### src/rtl/ctrl_pkg.sv
// Shared encodings for the multicycle controller: states, instruction classes,
// RV32I opcode/funct fields and operand-B select codes.
package ctrl_pkg;

   typedef enum logic [2:0] {
      ST_FETCH  = 3'd0,
      ST_DECODE = 3'd1,
      ST_EXEC   = 3'd2,
      ST_MEM    = 3'd3,
      ST_WB     = 3'd4,
      ST_TRAP   = 3'd5
   } estado_t;

   typedef enum logic [2:0] {
      CL_R_ADD  = 3'd0,
      CL_R_SUB  = 3'd1,
      CL_ADDI   = 3'd2,
      CL_LW     = 3'd3,
      CL_SW     = 3'd4,
      CL_ILEGAL = 3'd5
   } clase_t;

   localparam logic [6:0] OPC_R     = 7'b0110011;
   localparam logic [6:0] OPC_IMM   = 7'b0010011;
   localparam logic [6:0] OPC_LOAD  = 7'b0000011;
   localparam logic [6:0] OPC_STORE = 7'b0100011;

   localparam logic [2:0] F3_ADD = 3'b000;
   localparam logic [2:0] F3_W   = 3'b010;

   localparam logic [6:0] F7_ADD = 7'b0000000;
   localparam logic [6:0] F7_SUB = 7'b0100000;

   localparam logic [1:0] SEL_REG   = 2'b00;
   localparam logic [1:0] SEL_IMM_I = 2'b01;
   localparam logic [1:0] SEL_IMM_S = 2'b10;
   localparam logic [1:0] SEL_NONE  = 2'b11;

   function automatic logic [1:0] senal_de_clase(input clase_t c);
      logic [1:0] s;
      case (c)
         CL_R_ADD, CL_R_SUB: s = SEL_REG;
         CL_ADDI, CL_LW:     s = SEL_IMM_I;
         CL_SW:              s = SEL_IMM_S;
         default:            s = SEL_NONE;
      endcase
      return s;
   endfunction

endpackage

### src/rtl/decodificador_instr.sv
// Combinational classifier: maps an RV32I word onto the supported instruction
// classes; anything outside add/sub/addi/lw/sw is reported as CL_ILEGAL.
module decodificador_instr
   import ctrl_pkg::*;
(
   input  logic [31:0] i_instr,
   output clase_t      o_clase
);

   logic [6:0] w_opcode;
   logic [2:0] w_funct3;
   logic [6:0] w_funct7;
   logic       w_unused;

   assign w_opcode = i_instr[6:0];
   assign w_funct3 = i_instr[14:12];
   assign w_funct7 = i_instr[31:25];
   // Register and immediate fields play no part in classification.
   assign w_unused = ^{i_instr[24:15], i_instr[11:7]};

   always_comb begin
      o_clase = CL_ILEGAL;
      if (w_opcode == OPC_R && w_funct3 == F3_ADD) begin
         if (w_funct7 == F7_ADD)
            o_clase = CL_R_ADD;
         else if (w_funct7 == F7_SUB)
            o_clase = CL_R_SUB;
      end else if (w_opcode == OPC_IMM && w_funct3 == F3_ADD) begin
         o_clase = CL_ADDI;
      end else if (w_opcode == OPC_LOAD && w_funct3 == F3_W) begin
         o_clase = CL_LW;
      end else if (w_opcode == OPC_STORE && w_funct3 == F3_W) begin
         o_clase = CL_SW;
      end
   end

endmodule

### src/rtl/control_multiciclo.sv
// Multicycle control FSM for the add/sub/addi/lw/sw RV32I core.
// Define CTRL_ILLEGAL_TRAP_EN to park in TRAP on illegal instructions (adds illegal_instr).
module control_multiciclo
   import ctrl_pkg::*;
#(
   parameter int WAIT_MAX = 15,
   parameter int CNT_W    = 32
)
(
   input  logic             clk,
   input  logic             reset,
   input  logic [31:0]      Instruccion,
   input  logic             mem_ready,
   output logic             mem_req,
   output logic             mem_we,
   output logic             mem_sel,
   output logic             ir_we,
   output logic             pc_we,
   output logic             reg_we,
   output logic             wb_sel,
   output logic             alu_op,
   output logic [1:0]       Senal,
   output logic             mem_timeout,
   output logic             retirada,
   output logic [CNT_W-1:0] n_retiradas,
`ifdef CTRL_ILLEGAL_TRAP_EN
   output logic             illegal_instr,
`endif
   output logic [2:0]       estado
);

   localparam logic [7:0] ESPERA_ULT = 8'(WAIT_MAX - 1);

   estado_t          r_estado;
   clase_t           r_clase;
   logic [7:0]       r_espera;
   logic             r_hueco;
   logic [CNT_W-1:0] r_cuenta;

   clase_t w_clase;
   logic   w_fase_mem;
   logic   w_mem_req;
   logic   w_listo;
   logic   w_timeout;
   logic   w_retira;

   decodificador_instr u_deco (
      .i_instr (Instruccion),
      .o_clase (w_clase)
   );

   // r_hueco masks the request for one cycle: after a timeout and after reset release.
   assign w_fase_mem = (r_estado == ST_FETCH) || (r_estado == ST_MEM);
   assign w_mem_req  = w_fase_mem && !r_hueco;
   assign w_listo    = w_mem_req && mem_ready;
   assign w_timeout  = w_mem_req && !mem_ready && (r_espera == ESPERA_ULT);
   assign w_retira   = (r_estado == ST_WB) ||
                       ((r_estado == ST_MEM) && (r_clase == CL_SW) && w_listo);

   always_ff @(posedge clk or posedge reset) begin
      if (reset) begin
         r_estado <= ST_FETCH;
         r_clase  <= CL_ILEGAL;
         r_espera <= '0;
         r_hueco  <= 1'b1;
         r_cuenta <= '0;
      end else begin
         r_hueco <= w_timeout;
         if (w_listo || w_timeout)
            r_espera <= '0;
         else if (w_mem_req)
            r_espera <= r_espera + 8'd1;
         if (w_retira)
            r_cuenta <= r_cuenta + CNT_W'(1);

         case (r_estado)
            ST_FETCH: if (w_listo) r_estado <= ST_DECODE;
            ST_DECODE: begin
               r_clase <= w_clase;
               if (w_clase == CL_ILEGAL)
`ifdef CTRL_ILLEGAL_TRAP_EN
                  r_estado <= ST_TRAP;
`else
                  r_estado <= ST_FETCH;
`endif
               else
                  r_estado <= ST_EXEC;
            end
            ST_EXEC:
               r_estado <= (r_clase == CL_LW || r_clase == CL_SW) ? ST_MEM : ST_WB;
            ST_MEM:
               if (w_listo) r_estado <= (r_clase == CL_LW) ? ST_WB : ST_FETCH;
            ST_WB:   r_estado <= ST_FETCH;
            ST_TRAP: r_estado <= ST_TRAP;
            default: r_estado <= ST_FETCH;
         endcase
      end
   end

   assign mem_req     = w_mem_req;
   assign mem_sel     = (r_estado == ST_MEM);
   assign mem_we      = w_mem_req && (r_estado == ST_MEM) && (r_clase == CL_SW);
   assign ir_we       = (r_estado == ST_FETCH) && w_listo;
   assign pc_we       = (r_estado == ST_FETCH) && w_listo;
   assign reg_we      = (r_estado == ST_WB);
   assign wb_sel      = (r_estado == ST_WB) && (r_clase == CL_LW);
   assign alu_op      = (r_estado == ST_EXEC) && (r_clase == CL_R_SUB);
   assign Senal       = (r_estado == ST_EXEC || r_estado == ST_MEM || r_estado == ST_WB) ?
                        senal_de_clase(r_clase) : SEL_NONE;
   assign mem_timeout = w_timeout;
   assign retirada    = w_retira;
   assign n_retiradas = r_cuenta;
   assign estado      = r_estado;
`ifdef CTRL_ILLEGAL_TRAP_EN
   assign illegal_instr = (r_estado == ST_TRAP);
`endif

endmodule
### config.mk
export PLATFORM = sky130hd
export DESIGN_NAME = control_multiciclo
export DESIGN_NICKNAME = d
export VERILOG_FILES = /design/src/rtl/ctrl_pkg.sv /design/src/rtl/decodificador_instr.sv /design/src/rtl/control_multiciclo.sv
export SDC_FILE = /design/constraint.sdc
export NUM_CORES = 1
export LEC_CHECK = 0
export ABC_CLOCK_PERIOD_IN_PS = 2680
export BUFFER_PORTS_ARGS = -buffer_cell sky130_fd_sc_hd__buf_2
export CAP_MARGIN = 20
export CORE_MARGIN = 2
export CORE_UTILIZATION = 50
export CTS_CLUSTER_SIZE = 24
export DETAILED_ROUTE_END_ITERATION = 12
export PLACE_DENSITY_LB_ADDON = 0.3
export RECOVER_POWER = 100
export SYNTH_ARGS = -nofsm -noshare
export SYNTH_HDL_FRONTEND = slang
export SYNTH_HIERARCHICAL = 1
export SYNTH_SLANG_ARGS = --single-unit
### constraint.sdc
create_clock -name clk -period 2.68 [get_ports clk]
set_input_delay 0.402 -clock clk [delete_from_list [all_inputs] [get_ports clk]]
set_output_delay 0.402 -clock clk [all_outputs]
set_load 0.1 [all_outputs]
==> impl_metrics.tcl, run 1 <==
set metrics [dict create \
    status "complete, no violations" \
    rrSetupSlack_ns 0.17 \
    hp-class "in -> reg" \
    drcViolationCount 0 \
    ys_types 46 \
    p_total_mw 1.93 \
    multi_input_area_um2 1250 \
    final_core_util_pct 63.8 \
    die_w_um 74.4 \
    grt_max_degree 48 \
    setup_viol 0 \
    ir_drop_uv 369 \
    antenna_found_initial 0 \
    final_cell_mix "41 x dfrtp_1, 34 x clkbuf_1, 27 x nor2_1" \
    cts-root-buf "clkbuf_8" \
    io_pins 82 \
    synth_flop_cell "dfrtp_1" \
    cp.required_ns 2.28 \
    path_cells "buf_4 -> nor2b_1 -> or4_4 -> clkinv_16 -> nand2_4 -> nor2_4 -> buf_2" \
    area_delta_synth_final_pct 22.4 \
    p_switching_mw 0.740 \
    cts_buffer_depth 2 \
    grt_pass1_vias 1857 \
    period_share_pct 97.7 \
    r2r_cells 9 \
    drive_above_1_share_pct 21.9 \
    fp.dieH_um 74.4 \
    synth-edff-count 0 \
    cp.arrival_ns 2.22 \
    fin_ws_ns 0.0618 \
    fin_worst_skew_ns 0.00833 \
    rsz0062_at_grt "yes" \
    ctsHtreeMaxLevel 2 \
    diodes 0 \
    layout_commonest_cell "dfrtp_1" \
    powerDensity_nw_per_um2 637 \
    placed_cell_area_um2 3010 \
    cap_viol_max_count 0 \
    cts.sinks 47 \
    dpl.cell_count 374 \
    cts_buffers 5 \
    synth_seq_area_share_pct 47.6 \
    hold_violations 0 \
    die-area_um2 5540 \
    ys_ff_latch 47 \
    p_clk_share_pct 28.5 \
    place_congestion 0.775 \
    seqPwrFrac_pct 41.4 \
    drv_slew 0 \
    syn-instance-count 240 \
    timing.hold.ws_ns 0.373 \
    vias_per_cell 5.31 \
    grt_overflow_total 0 \
    slowest_stage "or4_4" \
    ant_nets 0 \
    syn_area_um2 2480 \
    synth_warnings 6 \
    wire_per_inst_um 13.5 \
    rows 25 \
    path_class "reg -> out" \
    fmax_ghz 0.382 \
    synth-async-reset-ratio_pct 100 \
    cp_slowest_stage_delay_ns 0.54 \
    hpwl_um 3770 \
    min_from "mem_ready" \
    drt_iter0_drc 154 \
    vias 2030 \
    leakagePower_nw 1.38 \
    worstMarginPinSlew_ns 1.19 \
    final.min_clock_period_ns 2.62 \
    tns_ns 0 \
    grt_pass1_wl_um 8390 \
    pre_cts_ws_ns 0.257 \
    r2r-start "estado[1]$_DFFE_PP0P_" \
    maxSlewHeadroom_pct 21.0 \
    fillCellCount 435 \
    core-area_um2 4750 \
    holdPathStages 2 \
    crit_path_start_kind "flop" \
    cts_resized 0 \
    worst-path-max-fanout 11 \
    ctsHoldBuffers 0 \
    initial_core_util_pct 52.2 \
    grtUsageTotal_pct 19.3 \
    syn_area_per_cell_um2 10.3 \
    cts_tree "yes" \
    final_cells 382 \
    p_comb_share_pct 30.1 \
    clk_latency_ns 0.30 \
    worstHoldEndpoint "r_hueco$_DFF_PP1_" \
    wl_um 5150 \
    post-cts-setup-buffers 0 \
    crit_path_end_kind "primary output" \
    netSwitchingFraction_pct 38.3 \
    final_area_um2 3040 \
    register_area_um2 1190 \
    io_buffers 66 \
    synth_nets 278 \
    firstDrtPassIters 4 \
    intPower_mw 1.19 \
    clk_pin_slew_ns 0.09 \
    regToRegEndpoint "n_retiradas[25]$_DFFE_PP0P_" \
    layout.nets 352 \
]
worst max path at each step:
stage / depth (start not counted) / to / from
6_report: 7 / ir_we / estado[1]$_DFFE_PP0P_
5_1_grt: 7 / ir_we / estado[1]$_DFFE_PP0P_
4_1_cts: 7 / ir_we / estado[1]$_DFFE_PP0P_
3_5_place_dp: 9 / n_retiradas[25]$_DFFE_PP0P_ / estado[1]$_DFFE_PP0P_
3_3_place_gp: 9 / n_retiradas[25]$_DFFE_PP0P_ / estado[1]$_DFFE_PP0P_
2_1_floorplan: 7 / n_retiradas[25]$_DFFE_PP0P_ / estado[0]$_DFFE_PP0P_
registers in the layout (all words and copies together), names as in the netlist:
name	flops
estado	3
r_hueco	1
r_espera	8
r_clase	3
n_retiradas	32
power groups by stage:
stage	registers [mW]	logic, mW	clock network (mW)
global route	0.807	0.622	0.575
detailed placement	0.813	0.592	0
finish	0.800	0.583	0.550
floorplan	0.922	0.420	0
global placement	0.810	0.587	0
CTS	0.799	0.593	0.557
cell type report:
cell class | instances | share of cell area, %
clock buffer | 6 | 2.72
inverter | 7 | 1.98
sequential | 47 | 39.2
tap | 67 | 2.76
timing repair buffer | 71 | 11.0
clock inverter | 2 | 1.28
multi-input combinational | 182 | 41.1
cell families after synthesis:
group | after synthesis | share of synthesized area, %
compound gates | 14 | 4.34
xor+xnor | 37 | 13.4
fa+ha+maj | 3 | 1.51
buf+inv | 11 | 3.13
flops | 47 | 47.6
mux | 3 | 1.36
simple gates | 125 | 28.7
critical path: cells and delay by family (launching register included):
family / cells / cell delay (ns)
AND/OR/NAND/NOR: 4 / 0.78
buffers and inverters: 3 / 0.71
flip-flops: 1 / 0.41
per-layer routing:
metal | vias to the layer above | GRT usage, % | part of all wire, %
li1 | 978 | - | -
met1 | 985 | 27.1 | 47
met2 | 61 | 29.6 | 46
met3 | 6 | 4.07 | 5.8
met4 | 0 | 7.34 | 1.1
met5 | - | 0 | 0
synth_stat cells (4+ instances only):
| cell | n | area [um^2] |
|---|---|---|
| nor3_1 | 12 | 60.1 |
| nor2b_1 | 5 | 31.3 |
| xnor2_1 | 17 | 149 |
| and3_1 | 5 | 31.3 |
| and4_1 | 4 | 35.0 |
| nand2b_1 | 4 | 25.0 |
| nor2_1 | 28 | 105 |
| dfrtp_1 | 44 | 1100 |
| nand2_1 | 26 | 97.6 |
| nand4_1 | 11 | 68.8 |
| inv_1 | 5 | 18.8 |
| nand3_1 | 11 | 55.1 |
| xor2_1 | 19 | 166 |
Power figures use the tool's default switching activity.
==> inputs of run 2 (changes only) <==
--- a/config.mk
+++ b/config.mk
@@ -5,12 +5,11 @@
 export SDC_FILE = /design/constraint.sdc
 export NUM_CORES = 1
 export LEC_CHECK = 0
-export ABC_CLOCK_PERIOD_IN_PS = 2680
+export ABC_CLOCK_PERIOD_IN_PS = 2700
 export BUFFER_PORTS_ARGS = -buffer_cell sky130_fd_sc_hd__buf_2
 export CAP_MARGIN = 20
 export CORE_MARGIN = 2
 export CORE_UTILIZATION = 50
-export CTS_CLUSTER_SIZE = 24
 export DETAILED_ROUTE_END_ITERATION = 12
 export PLACE_DENSITY_LB_ADDON = 0.3
 export RECOVER_POWER = 100
==> constraint.sdc (replaced) <==
create_clock -name clk -period 2.7 [get_ports clk]
set_input_delay 0.405 -clock clk [delete_from_list [all_inputs] [get_ports clk]]
set_output_delay 0.405 -clock clk [all_outputs]
set_load 0.1 [all_outputs]
==> run 2 against run 1 <==
  * Setup slack improved by 0.0014 ns
  * Final area rose by 0.12%
  * Sequential share of layout area barely moved
  * Global-route usage rose by 0.46 points
  * Count of clock-buffer cells in the layout stayed put
  * Largest power group unchanged
  * Non-clock buffer count grew 1
  * Flip-flop and latch count unchanged
  * Via count shrank 1.8%
  * Combinational power about the same
  * Register-to-register slack better by 0.03 ns
  * Routed wire length grew 0.33%
==> impl_metrics.tcl, run 2 (synthesized netlist as in run 1, its figures left out) <==
set metrics [dict create \
    cap_viol_max_count 0 \
    p_comb_share_pct 30.5 \
    tns_ns 0 \
    p_total_mw 1.90 \
    hp-class "in -> reg" \
    clk_pin_slew_ns 0.08 \
    min_from "mem_ready" \
    grt_max_degree 33 \
    rrSetupSlack_ns 0.20 \
    p_switching_mw 0.724 \
    leakagePower_nw 1.38 \
    hold_violations 0 \
    p_clk_share_pct 27.6 \
    final_cells 383 \
    rows 25 \
    crit_path_end_kind "primary output" \
    holdPathStages 2 \
    antenna_found_initial 0 \
    layout_commonest_cell "dfrtp_1" \
    post-cts-setup-buffers 0 \
    worstMarginPinSlew_ns 1.24 \
    grt-busiest-layer "met2" \
    period_share_pct 97.7 \
    largest_reg_flops 32 \
    cts_buffer_depth 2 \
    cts_buffers 5 \
    powerDensity_nw_per_um2 626 \
    ctsHtreeMaxLevel 2 \
    final.min_clock_period_ns 2.64 \
    setup_viol 0 \
    vias 1994 \
    fmax_ghz 0.379 \
    ir_drop_uv 591 \
    cts-root-buf "clkbuf_8" \
    status "complete, no violations" \
    register_area_um2 1190 \
    drt_iter0_drc 84 \
    hpwl_um 3900 \
    area_delta_synth_final_pct 22.6 \
    layout.nets 353 \
    initial_core_util_pct 52.2 \
    grtUsageMet2_pct 30.9 \
    vias_per_cell 5.21 \
    crit_path_start_kind "flop" \
    worst-path-max-fanout 7 \
    met1_usage_pct 26.8 \
    ctsHoldBuffers 0 \
    netSwitchingFraction_pct 38.1 \
    fillCellCount 425 \
    dpl.cell_count 375 \
    regToRegEndpoint "n_retiradas[25]$_DFFE_PP0P_" \
    io_buffers 66 \
    worstHoldEndpoint "r_hueco$_DFF_PP1_" \
    seqPwrFrac_pct 41.9 \
    final_cell_mix "41 x dfrtp_1, 37 x clkbuf_1, 25 x nand2_1" \
    cts.sinks 47 \
    ant_nets 0 \
    wl_um 5170 \
    grt_pass1_wl_um 8310 \
    final_area_um2 3040 \
    die_w_um 74.4 \
    grtUsageTotal_pct 19.8 \
    multi_input_area_um2 1260 \
    drv_slew 0 \
    r2r_cells 8 \
    cp.required_ns 2.30 \
    cp.arrival_ns 2.23 \
    diodes 0 \
    intPower_mw 1.18 \
    grt_overflow_total 0 \
    cts_tree "yes" \
    r2r-start "estado[1]$_DFFE_PP0P_" \
    core-area_um2 4750 \
    fin_worst_skew_ns 0.00552 \
    wire_per_inst_um 13.5 \
    io_pins 82 \
    rsz0062_at_grt "no" \
    drcViolationCount 0 \
    placed_cell_area_um2 3050 \
    clk_latency_ns 0.30 \
    place_congestion 0.792 \
    drive_above_1_share_pct 22.5 \
    maxSlewHeadroom_pct 17.5 \
    fp.dieH_um 74.4 \
    cts_resized 0 \
    die-area_um2 5540 \
    path_class "reg -> out" \
    firstDrtPassIters 4 \
    gr-usage-met3_pct 4.88 \
    grt_pass1_vias 1826 \
]
## run 2: changes by cell type in the layout (fill, tap and decap cells not counted), sizes merged
cell and change:
buf -2, clkbuf +3
## run 2: layout make-up
type | count | area share (%)
flip-flops and latches | 47 | 39.1
clock inverters | 2 | 1.15
repair buffers | 72 | 10.9
well taps | 67 | 2.76
clock buffers | 6 | 2.72
multi-input cells | 182 | 41.4
inverters | 7 | 1.98
## run 2: worst max path at each step
stage | start | endpoint | slack [ns] | cells past startpoint
floorplan | estado[0]$_DFFE_PP0P_ | n_retiradas[25]$_DFFE_PP0P_ | -0.32 | 7
global placement | estado[1]$_DFFE_PP0P_ | n_retiradas[25]$_DFFE_PP0P_ | 0.26 | 8
detailed placement | estado[1]$_DFFE_PP0P_ | n_retiradas[25]$_DFFE_PP0P_ | 0.25 | 8
CTS | estado[1]$_DFFE_PP0P_ | pc_we | 0.05 | 6
global route | estado[1]$_DFFE_PP0P_ | ir_we | 0.003 | 6
finish | estado[1]$_DFFE_PP0P_ | mem_timeout | 0.06 | 4
## run 2: power by group through the flow
stage	logic, mW	clock network, mW	registers [mW]
after floorplan	0.417	0	0.915
after global placement	0.582	0	0.805
after detailed placement	0.588	0	0.809
after CTS	0.591	0.545	0.797
after global routing	0.626	0.566	0.804
final	0.580	0.525	0.796
## run 2: per-layer routing
layer / vias up / part of all wire [%]
li1: 983 / -
met1: 940 / 46
met2: 63 / 46
met3: 8 / 5.9
met4: 0 / 1.6
met5: - / 0
## run 2: through the flow
| stage | hold slack (ns) | worst slack, ns | util, % |
|---|---|---|---|
| 5_1_grt | 0.384 | 0.00332 | 63.9 |
| 2_1_floorplan | 0.492 | -0.324 | - |
| 4_1_cts | 0.222 | 0.0481 | 66.7 |
| 6_report | 0.387 | 0.0631 | 63.9 |
| 3_5_place_dp | 0.458 | 0.248 | 64.2 |
| 3_3_place_gp | 0.456 | 0.264 | 64.2 |
## run 2: worst max-delay path, cell delays in order, from the launching register on
cell and delay, ns:
dfrtp_4 0.52, nor2b_4 0.14, or4_4 0.60, nor3_4 0.23
buf_2 0.45
==> inputs of run 3 (changes only) <==
--- a/config.mk
+++ b/config.mk
@@ -5,7 +5,7 @@
 export SDC_FILE = /design/constraint.sdc
 export NUM_CORES = 1
 export LEC_CHECK = 0
-export ABC_CLOCK_PERIOD_IN_PS = 2700
+export ABC_CLOCK_PERIOD_IN_PS = 3000
 export BUFFER_PORTS_ARGS = -buffer_cell sky130_fd_sc_hd__buf_2
 export CAP_MARGIN = 20
 export CORE_MARGIN = 2
==> constraint.sdc (replaced) <==
create_clock -name clk -period 3 [get_ports clk]
set_input_delay 0.45 -clock clk [delete_from_list [all_inputs] [get_ports clk]]
set_output_delay 0.45 -clock clk [all_outputs]
set_load 0.1 [all_outputs]
==> run 3 against run 2 <==
  * Die area is the same
  * Core utilization shrank 2.5 points
  * Critical path type unchanged
  * Clock power shrank 32%
  * Via count shrank 2.3%
  * Critical endpoint is now retirada
  * Sequential power shrank 7.9%
  * Hold slack gained 0.051 ns
  * Cell count shrank 1.3%
  * Combinational power shrank 19%
  * Global-route usage shrank 1.1 points
  * Register-to-register slack gained 0.21 ns
  * Final area shrank 4.0%
  * Largest cell class unchanged
  * Highest routed layer unchanged
  * Setup slack gained 0.063 ns
==> impl_metrics.tcl, run 3 (synthesized netlist as in run 1, its figures left out) <==
set metrics [dict create \
    status "complete, no violations" \
    path_cells "nor2b_4 -> or4_4 -> clkinv_8 -> a31oi_4 -> inv_6 -> buf_2" \
    worstMarginPinSlew_ns 1.35 \
    fin_worst_skew_ns 0.0101 \
    holdPathStages 2 \
    crit_path_end_kind "primary output" \
    cp.arrival_ns 2.42 \
    worstHoldEndpoint "r_hueco$_DFF_PP1_" \
    clk_pin_slew_ns 0.07 \
    drive_above_1_share_pct 18.3 \
    timing.hold.ws_ns 0.438 \
    initial_core_util_pct 52.2 \
    p_clk_share_pct 22.9 \
    p_total_mw 1.56 \
    clk_latency_ns 0.30 \
    slowest_stage "or4_4" \
    ctsHoldBuffers 0 \
    die-area_um2 5540 \
    wire_per_inst_um 12.8 \
    cp_slowest_stage_delay_ns 0.57 \
    rrSetupSlack_ns 0.41 \
    place_congestion 0.784 \
    maxSlewHeadroom_pct 9.66 \
    hpwl_um 3590 \
    cts.sinks 47 \
    cp.required_ns 2.55 \
    cts_tree "yes" \
    final.min_clock_period_ns 2.87 \
    fillCellCount 448 \
    ctsHtreeMaxLevel 2 \
    multi_input_area_um2 1240 \
    r2r-start "estado[1]$_DFFE_PP0P_" \
    hold_violations 0 \
    period_share_pct 95.8 \
    wl_um 4850 \
    final_cell_mix "42 x clkbuf_1, 41 x dfrtp_1, 27 x nor2_1" \
    hp-class "in -> reg" \
    cts_buffers 5 \
    fmax_ghz 0.348 \
    fp.dieH_um 74.4 \
    min_from "mem_ready" \
    netSwitchingFraction_pct 40.0 \
    powerDensity_nw_per_um2 535 \
    vias_per_cell 5.16 \
    regToRegEndpoint "n_retiradas[25]$_DFFE_PP0P_" \
    path_class "reg -> out" \
    leakagePower_nw 1.31 \
    post-cts-setup-buffers 0 \
    die_w_um 74.4 \
    ir_drop_uv 490 \
    cts-root-buf "clkbuf_8" \
    rsz0062_at_grt "no" \
    register_area_um2 1190 \
    drv_slew 0 \
    layout.nets 348 \
    worst-path-max-fanout 12 \
    seqPwrFrac_pct 47.0 \
    drcViolationCount 0 \
    intPower_mw 0.937 \
    vias 1949 \
    p_switching_mw 0.624 \
    crit_family "simple AND/OR/NAND/NOR gates" \
    crit_path_start_kind "flop" \
    io_pins 82 \
    grt_pass1_vias 1821 \
    r2r_cells 8 \
    grtUsageTotal_pct 18.6 \
    layout_commonest_cell "clkbuf_1" \
    cts_resized 0 \
    diodes 0 \
    setup_viol 0 \
    cts_buffer_depth 2 \
    grt_overflow_total 0 \
    antenna_found_initial 0 \
    ant_nets 0 \
    drt_iter0_drc 76 \
    rows 25 \
    io_buffers 66 \
    grt_max_degree 38 \
    largest_reg_flops 32 \
    critPathBufInv 3 \
    firstDrtPassIters 4 \
    core-area_um2 4750 \
    area_delta_synth_final_pct 17.7 \
    grt_pass1_wl_um 7990 \
    cap_viol_max_count 0 \
    p_comb_share_pct 30.1 \
]
==> run 3: worst max path at each step <==
stage	start	end	slack [ns]	depth (start not counted)
floorplan	estado[0]$_DFFE_PP0P_	wb_sel	-0.14	2
global placement	estado[1]$_DFFE_PP0P_	retirada	0.42	6
detailed placement	estado[1]$_DFFE_PP0P_	retirada	0.40	6
CTS	estado[1]$_DFFE_PP0P_	retirada	0.08	6
global route	estado[1]$_DFFE_PP0P_	retirada	0.05	6
finish	estado[1]$_DFFE_PP0P_	retirada	0.13	6
==> run 3: power by group through the flow <==
stage	Combinational, mW	Clock (mW)	Sequential [mW]
final	0.470	0.358	0.733
after global routing	0.503	0.395	0.744
after CTS	0.478	0.372	0.732
after detailed placement	0.475	0	0.746
after global placement	0.470	0	0.741
after floorplan	0.347	0	0.819
==> run 3: layer usage <==
layer | vias to the layer above | part of all wire, % | global-route usage (%)
li1 | 974 | - | -
met1 | 926 | 47 | 25.0
met2 | 42 | 46 | 29.8
met3 | 7 | 4.8 | 4.61
met4 | 0 | 1.5 | 5.95
met5 | - | 0 | 0
==> run 3: through the flow <==
stage	utilization, %	setup slack (ns)	instances	setup TNS [ns]	area, um^2
floorplan	-	-0.142	240	-0.270	2550
global placement	61.4	0.417	370	0	2920
detailed placement	61.4	0.405	370	0	2920
CTS	63.1	0.0775	378	0	3000
global route	61.4	0.0482	378	0	2920
finish	61.4	0.126	378	0	2920
==> run 3: layout make-up <==
type,instances,area share [%]
multi-input combinational,182,42.4
timing repair buffer,67,9.82
clock buffer,8,2.74
inverter,7,1.50
sequential,47,40.6
tap,67,2.87
==> run 3: worst register-to-register path: cells and delay by family (launching register included) <==
family                 cells  cell delay, ns
buffers and inverters      2            0.25
XOR/XNOR                   1            0.16
AND/OR/NAND/NOR            4            1.35
AO/OA/AOI/OAI              1            0.17
flip-flops                 1            0.56
